**src/rtl/demux_pkg.sv**
```systemverilog
// Shared types and constants for the analog demux scan controller.
package demux_pkg;

  typedef enum logic [1:0] {
    OP_SELECT    = 2'd0,
    OP_SET_DWELL = 2'd1,
    OP_SET_RANGE = 2'd2,
    OP_CTRL      = 2'd3
  } cmd_op_e;

  typedef enum logic [2:0] {
    ST_IDLE   = 3'd0,
    ST_SETUP  = 3'd1,
    ST_STROBE = 3'd2,
    ST_HOLD   = 3'd3,
    ST_DWELL  = 3'd4
  } state_e;

  localparam int CTRL_EN_BIT  = 0;
  localparam int CTRL_RUN_BIT = 1;
  localparam int CTRL_BBM_BIT = 2;

  localparam int DEF_SETUP_CYC = 2;
  localparam int DEF_WR_CYC    = 2;

  localparam int SEQ_CNT_W = 8;

endpackage

```
**src/rtl/demux_latch_seq.sv**
```systemverilog
// Start-pulse driven address latch timer: SETUP -> STROBE -> HOLD on cs_n/wr_n.
// state  | meaning
// IDLE   | no sequence, cs_n/wr_n high, set_ch holds last latched channel
// SETUP  | address and cs_n valid, waiting SETUP_CYC cycles
// STROBE | wr_n low for WR_CYC cycles
// HOLD   | wr_n back high, cs_n still low for one cycle
module demux_latch_seq
  import demux_pkg::*;
#(
  parameter int CH_W      = 5,
  parameter int SETUP_CYC = DEF_SETUP_CYC,
  parameter int WR_CYC    = DEF_WR_CYC
) (
  input  logic            clk,
  input  logic            rst_n,
  input  logic            start,
  input  logic [CH_W-1:0] ch,
  output logic [CH_W-1:0] set_ch,
  output logic            cs_n,
  output logic            wr_n,
  output logic            busy,
  output logic            done
);

  localparam logic [SEQ_CNT_W-1:0] SETUP_LOAD = SEQ_CNT_W'(SETUP_CYC - 1);
  localparam logic [SEQ_CNT_W-1:0] WR_LOAD    = SEQ_CNT_W'(WR_CYC - 1);
  localparam logic [SEQ_CNT_W-1:0] CNT_ONE    = SEQ_CNT_W'(1);

  state_e               phase_q, phase_d;
  logic [SEQ_CNT_W-1:0] cnt_q, cnt_d;
  logic [CH_W-1:0]      set_ch_d;
  logic                 cs_n_d, wr_n_d, busy_d;

  always_ff @(posedge clk or negedge rst_n) begin
    if (!rst_n) begin
      phase_q <= ST_IDLE;
      cnt_q   <= '0;
      set_ch  <= '0;
      cs_n    <= 1'b1;
      wr_n    <= 1'b1;
      busy    <= 1'b0;
    end else begin
      phase_q <= phase_d;
      cnt_q   <= cnt_d;
      set_ch  <= set_ch_d;
      cs_n    <= cs_n_d;
      wr_n    <= wr_n_d;
      busy    <= busy_d;
    end
  end

  always_comb begin
    phase_d = phase_q;
    cnt_d   = cnt_q;
    case (phase_q)
      ST_IDLE: begin
        if (start) begin
          phase_d = ST_SETUP;
          cnt_d   = SETUP_LOAD;
        end
      end
      ST_SETUP: begin
        if (cnt_q == '0) begin
          phase_d = ST_STROBE;
          cnt_d   = WR_LOAD;
        end else begin
          cnt_d = cnt_q - CNT_ONE;
        end
      end
      ST_STROBE: begin
        if (cnt_q == '0) phase_d = ST_HOLD;
        else             cnt_d   = cnt_q - CNT_ONE;
      end
      ST_HOLD: phase_d = ST_IDLE;
      default: phase_d = ST_IDLE;
    endcase
  end

  // Outputs are registered from the next phase so pins move on the same edge as the FSM.
  always_comb begin
    set_ch_d = set_ch;
    if (start && (phase_q == ST_IDLE)) set_ch_d = ch;
    cs_n_d = !((phase_d == ST_SETUP) || (phase_d == ST_STROBE) || (phase_d == ST_HOLD));
    wr_n_d = (phase_d != ST_STROBE);
    busy_d = (phase_d != ST_IDLE);
  end

  assign done = (phase_q == ST_HOLD);

endmodule

```
**src/rtl/demux_scan_ctrl.sv**
```systemverilog
// Command registers, dwell timer and round-robin scan stepping for the 32-channel demux.
// state | meaning
// IDLE  | waiting for a command, no scan running
// SETUP | latch sequence in flight inside demux_latch_seq (SETUP/STROBE/HOLD)
// DWELL | scan running, holding the current channel for dwell+1 cycles
module demux_scan_ctrl
  import demux_pkg::*;
#(
  parameter int NUM_CH    = 32,
  parameter int CH_W      = $clog2(NUM_CH),
  parameter int SETUP_CYC = DEF_SETUP_CYC,
  parameter int WR_CYC    = DEF_WR_CYC
) (
  input  logic            clk,
  input  logic            rst_n,
  input  logic            cmd_valid,
  input  logic [1:0]      cmd_op,
  input  logic [7:0]      cmd_data,
  output logic            cmd_ready,
  output logic [CH_W-1:0] set_ch,
  output logic            cs_n,
  output logic            wr_n,
  output logic            demux_ena,
  output logic            busy,
  output logic            scan_wrap
);

  localparam logic [CH_W-1:0] CH_LAST = CH_W'(NUM_CH - 1);
  localparam logic [CH_W-1:0] CH_ONE  = CH_W'(1);

  state_e          state_q, state_d;
  cmd_op_e         op;
  logic [7:0]      dwell_q, dwell_d;
  logic [7:0]      dwell_cnt_q, dwell_cnt_d;
  logic [CH_W-1:0] scan_hi_q, scan_hi_d;
  logic [CH_W-1:0] cur_ch_q, cur_ch_d;
  logic            run_q, run_d;
  logic            en_q, en_d;
  logic            bbm_q, bbm_d;
  logic            accept, start, wrap, seq_done;
  logic            cmd_ready_d, demux_ena_d, scan_wrap_d;

  assign op     = cmd_op_e'(cmd_op);
  assign accept = cmd_valid & cmd_ready;

  always_ff @(posedge clk or negedge rst_n) begin
    if (!rst_n) begin
      state_q     <= ST_IDLE;
      dwell_q     <= '0;
      dwell_cnt_q <= '0;
      scan_hi_q   <= CH_LAST;
      cur_ch_q    <= '0;
      run_q       <= 1'b0;
      en_q        <= 1'b0;
      bbm_q       <= 1'b0;
      cmd_ready   <= 1'b0;
      demux_ena   <= 1'b0;
      scan_wrap   <= 1'b0;
    end else begin
      state_q     <= state_d;
      dwell_q     <= dwell_d;
      dwell_cnt_q <= dwell_cnt_d;
      scan_hi_q   <= scan_hi_d;
      cur_ch_q    <= cur_ch_d;
      run_q       <= run_d;
      en_q        <= en_d;
      bbm_q       <= bbm_d;
      cmd_ready   <= cmd_ready_d;
      demux_ena   <= demux_ena_d;
      scan_wrap   <= scan_wrap_d;
    end
  end

  always_comb begin
    state_d     = state_q;
    dwell_d     = dwell_q;
    dwell_cnt_d = dwell_cnt_q;
    scan_hi_d   = scan_hi_q;
    cur_ch_d    = cur_ch_q;
    run_d       = run_q;
    en_d        = en_q;
    bbm_d       = bbm_q;
    start       = 1'b0;
    wrap        = 1'b0;

    if (accept) begin
      case (op)
        OP_SELECT: begin
          cur_ch_d = cmd_data[CH_W-1:0];
          run_d    = 1'b0;
          start    = 1'b1;
        end
        OP_SET_DWELL: dwell_d   = cmd_data;
        OP_SET_RANGE: scan_hi_d = cmd_data[CH_W-1:0];
        OP_CTRL: begin
          en_d  = cmd_data[CTRL_EN_BIT];
          bbm_d = cmd_data[CTRL_BBM_BIT];
          run_d = cmd_data[CTRL_RUN_BIT];
          if (cmd_data[CTRL_RUN_BIT] && !run_q) begin
            cur_ch_d = '0;
            start    = 1'b1;
          end
        end
        default: ;
      endcase
    end

    case (state_q)
      ST_IDLE: begin
        if (start) state_d = ST_SETUP;
      end
      ST_DWELL: begin
        if (start) begin
          state_d = ST_SETUP;
        end else if (!run_d) begin
          state_d = ST_IDLE;
        end else if (dwell_cnt_q == '0) begin
          // >= rather than == so a range shrunk below the current channel wraps at once
          wrap     = (cur_ch_q >= scan_hi_q);
          cur_ch_d = wrap ? '0 : cur_ch_q + CH_ONE;
          start    = 1'b1;
          state_d  = ST_SETUP;
        end else begin
          dwell_cnt_d = dwell_cnt_q - 8'd1;
        end
      end
      ST_SETUP, ST_STROBE, ST_HOLD: begin
        if (seq_done) begin
          if (run_q) begin
            state_d     = ST_DWELL;
            dwell_cnt_d = dwell_q;
          end else begin
            state_d = ST_IDLE;
          end
        end
      end
      default: state_d = ST_IDLE;
    endcase
  end

  always_comb begin
    cmd_ready_d = (state_d == ST_IDLE) || (state_d == ST_DWELL);
    demux_ena_d = en_d & ~(bbm_d & (state_d == ST_SETUP));
    scan_wrap_d = wrap;
  end

  demux_latch_seq #(
    .CH_W      (CH_W),
    .SETUP_CYC (SETUP_CYC),
    .WR_CYC    (WR_CYC)
  ) u_latch_seq (
    .clk    (clk),
    .rst_n  (rst_n),
    .start  (start),
    .ch     (cur_ch_d),
    .set_ch (set_ch),
    .cs_n   (cs_n),
    .wr_n   (wr_n),
    .busy   (busy),
    .done   (seq_done)
  );

endmodule

```
**config.mk**
```make
export PLATFORM = sky130hd
export DESIGN_NAME = demux_scan_ctrl
export DESIGN_NICKNAME = d
export VERILOG_FILES = /design/src/rtl/demux_pkg.sv /design/src/rtl/demux_latch_seq.sv /design/src/rtl/demux_scan_ctrl.sv
export SDC_FILE = /design/constraint.sdc
export NUM_CORES = 1
export LEC_CHECK = 0
export ABC_AREA = 1
export BUFFER_PORTS_ARGS = -buffer_cell sky130_fd_sc_hd__clkbuf_2
export CORE_MARGIN = 2
export CORE_UTILIZATION = 28
export DETAILED_ROUTE_END_ITERATION = 8
export RECOVER_POWER = 100
export SETUP_SLACK_MARGIN = 0.02
export SLEW_MARGIN = 0
export SYNTH_ARGS = -nofsm -noshare
export SYNTH_HDL_FRONTEND = slang
export SYNTH_SLANG_ARGS = --single-unit
```
**constraint.sdc**
```tcl
create_clock -name clk -period 2 [get_ports clk]
set_input_delay 0 -clock clk [delete_from_list [all_inputs] [get_ports clk]]
set_output_delay 0 -clock clk [all_outputs]
set_load 0.02 [all_outputs]
```
==> results by group <==
STA
  • Final setup viols: 0
  • Fin Clk Skew: between 0.006 and 0.007 ns
  • Hold slack final: -0.00165 ns
  • Setup tns final: 0 ns
  • Rel. slew slack: 0.379
  • Tmin final: approximately 1.8 ns
  • Tightest Pin Transition: 0.932 ns
  • Fin crit share: 0.902
  • Fmax: 554 MHz
  • Count of final max-slew check failures: 0
  • Fin. Hold Viols: 1
  • RSZ-0062 raised after global routing: no

Power
  • Switch share: 0.316
  • Max VDD drop: 0.284 mV
  • Sw Pwr: between 0.8 and 0.9 mW
  • Leak: 1.78 nW
  • Power Density: 752 nW/um^2
  • Pint: 1.81 mW
  • Seq pwr share: 0.495
  • Final Power: 2.64 mW
  • Clock Power Share: 0.279
  • Comb power frac: 0.226

Routing
  • Vias per std cell: 4.39
  • Initial DRC Count: 131
  • Routed Antenna Nets: 0
  • DR vias: 2589
  • Final wirelength: 6660 um
  • WL/cell: roughly 11 um
  • DRC: 0
  • Total iterations of the first detailed-routing run: 4

Clocking
  • Max Root-Sink Buffers: 2
  • Clock latency at the later pin of the worst-skew pair: 0.31 ns
  • Worst-path clk slew: 0.10 ns
  • CTS Buf Count: 5
  • Sink Count: 54
  • H-tree depth: 2
  • CTS tree: built
  • Root buffer cell: clkbuf_8

Synthesis
  • Sequential area share after synthesis: 0.442
  • Cells after Synth: 411
  • Post-synth top area share: 0.382
  • Synth warnings: 0
  • Register bit total from synthesis: between 50 and 60
  • Number of synthesized flops with an enable pin: 0
  • Mapped cell area: 3080 um^2
  • Async SR Flop Fraction: 1.00
  • Cell taking the most area after synthesis: dfrtp_1
  • Mapped Nets: 436
  • Syn Area/Cell: 7.48 um^2
  • Yosys cell types: 30
  • Synth top area cells: dfrtp_1 38%, nand2_1 16%, inv_1 6.3%, dfstp_2 6.0%, ha_1 4.9%
  • Post-synth top flop: dfrtp_1

Setup path
  • Critical path class: reg2reg
  • CP dominant cell by count: nand2_1
  • Crit path launch type: flop
  • CP Data Required Time: roughly 2.2 ns
  • Critical Path AT: 2.03 ns
  • Crit path capture type: flop
  • CP max stage cell: dfrtp_1
  • CP Max Fanout: 15
  • Worst path cell trace: nand2_1, nor2_1, nand2_1, nand2_4, nand2_2, nand2_1, nand2_2, inv_1, nand2_1, o21ai_0
  • Slowest cell delay on critical path: 0.43 ns

Floorplanning
  • Core area: roughly 11000 um^2
  • Initial Util: 0.285
  • Die Footprint: 11800 um^2
  • Top-level I/O count: 24
  • Die extent in x: 109 um
  • Row cnt: 38
  • Die Height: between 100 and 150 um

Placed design
  • Routability cong.: 0.847
  • Placed inst area: 3380 um^2
  • Port Buffers: 23
  • Post-detail-place hpwl: 5120 um

Global route
  • First-pass GRT wire length: 11300 um
  • Grt total ovfl: 0
  • Largest net degree at the start of global routing: 28
  • Total track usage: 0.121
  • Vias in the first global route: roughly 2500
  • Antenna violations before repair: 0

Cells and area
  • Synthesis-to-finish area growth: 14.2%
  • Final antenna diode count: 0
  • Nets: about 470
  • Cell area after layout: 3510 um^2
  • Layout cell share with drive strength beyond 1: 0.127
  • Final Util: 0.325

Run status
  • Status: finished with violations
  • Failing checks: negative hold slack

Flow run
  • Total of max-cap violations: 0

Worst hold path
  • Worst Hold Class: in2reg
## cells by family after synthesis
| family | Yosys count | share of synthesized area |
|---|---|---|
| simple gates | 209 | 0.295 |
| buf+inv | 69 | 0.0895 |
| compound gates | 59 | 0.101 |
| flops | 54 | 0.442 |
| fa+ha+maj | 12 | 0.0488 |
| xor+xnor | 5 | 0.0142 |
| mux | 2 | 0.00732 |
| other cells | 1 | 0.00122 |
## critical path: cells and delay by family (launching register included)
kind | cells | cell delay [ns]
AOI/OAI and AO/OA | 1 | 0.11
and+or+nand+nor | 8 | 0.85
DFF | 1 | 0.43
buffers and inverters | 1 | 0.33
## stage by stage
step,std cells,setup slack [ns],hold WS (ns)
2_1_floorplan,411,0.399,-0.296
3_3_place_gp,575,0.253,-0.0110
3_5_place_dp,575,0.186,-0.0210
4_1_cts,590,0.170,0.0108
5_1_grt,590,0.0323,0.0201
6_report,590,0.196,-0.00165
## registers in the layout, indices dropped and copies added (netlist names)
register / cells
u_latch_seq.cs_n: 1
en_q: 1
demux_ena: 1
u_latch_seq.wr_n: 1
state_q: 3
u_latch_seq.phase_q: 3
scan_wrap: 1
u_latch_seq.cnt_q: 8
cur_ch_q: 5
cmd_ready: 1
dwell_q: 8
run_q: 1
bbm_q: 1
dwell_cnt_q: 8
u_latch_seq.set_ch: 5
u_latch_seq.busy: 1
scan_hi_q: 5
## metal layers
layer | up-vias | track usage | routed length (um)
met2 | 37 | 0.209 | 3110
met3 | 7 | 0.0299 | 286
met1 | 1188 | 0.151 | 3190
met4 | 0 | 0.0311 | 70
met5 | - | 0 | 0
li1 | 1357 | - | -
## synth_stat cells, types with 2 or more instances
cell,instances
buf_6,2
o21ai_1,16
xnor2_1,3
nand2_4,3
nor2_1,25
a21oi_1,9
mux2_2,2
nor2_2,6
nand4_1,3
nor2_4,2
nand2_1,131
o21ai_2,2
dfstp_2,7
inv_1,52
nand2_2,6
dfrtp_1,47
o21ai_0,29
xor2_1,2
ha_1,12
inv_2,13
nand3_1,30
## cell usage in the layout (no fill, tap or decap), types with 2 or more instances in the layout
cell type / instances
nand3_1: 30
nand2_1: 135
a21oi_1: 9
nand2_2: 2
o21ai_1: 10
buf_4: 2
nor2_1: 27
mux2_2: 2
xor2_1: 2
dlygate4sd3_1: 7
clkbuf_8: 5
dfstp_2: 7
ha_1: 12
inv_1: 54
nand4_1: 3
clkinvlp_4: 2
nand2_4: 3
clkbuf_2: 12
nor2_2: 5
o21ai_2: 2
dfrtp_1: 47
inv_2: 10
xnor2_1: 3
o21ai_0: 35
clkbuf_1: 14
## cell type report
type                    instances  area [um^2]
well taps                     140          175
inverters                      65          244
clock inverters                 3         45.0
repair buffers                 35          198
flip-flops and latches         54         1360
clock buffers                   5         68.8
fillers                      1137         7280
multi-input cells             288         1420
## power groups by stage
stage	clock [mW]	sequential, mW	combinational (mW)
2_1_floorplan	0	1.34	0.407
3_3_place_gp	0	1.33	0.595
3_5_place_dp	0	1.33	0.607
4_1_cts	0.774	1.31	0.622
5_1_grt	0.812	1.32	0.684
6_report	0.737	1.31	0.596
## worst paths after layout
check / slack [ns] / to / startpoint / depth (start not counted)
worst max register to register: 0.20 / dwell_cnt_q[3] / cmd_ready / 10
max in group asynchronous: 0.46 / u_latch_seq.cnt_q[6] / rst_n / 3
worst max-delay path: 0.20 / dwell_cnt_q[3] / cmd_ready / 10
min in group asynchronous: 0.34 / dwell_q[7] / rst_n / 2
worst min-delay path: -0.002 / scan_hi_q[2] / cmd_data[2] / 3
worst min register to register: 0.50 / u_latch_seq.set_ch[0] / u_latch_seq.set_ch[0] / 2
## repair_timing
action                                  4_1_cts  5_1_grt
endpoints found under the hold margin        24        0
hold buffers                                  7        0
endpoints found under the setup margin        0        1
resized for setup                             0        1
buffers inserted                              0        0
Power figures use the tool's default switching activity.
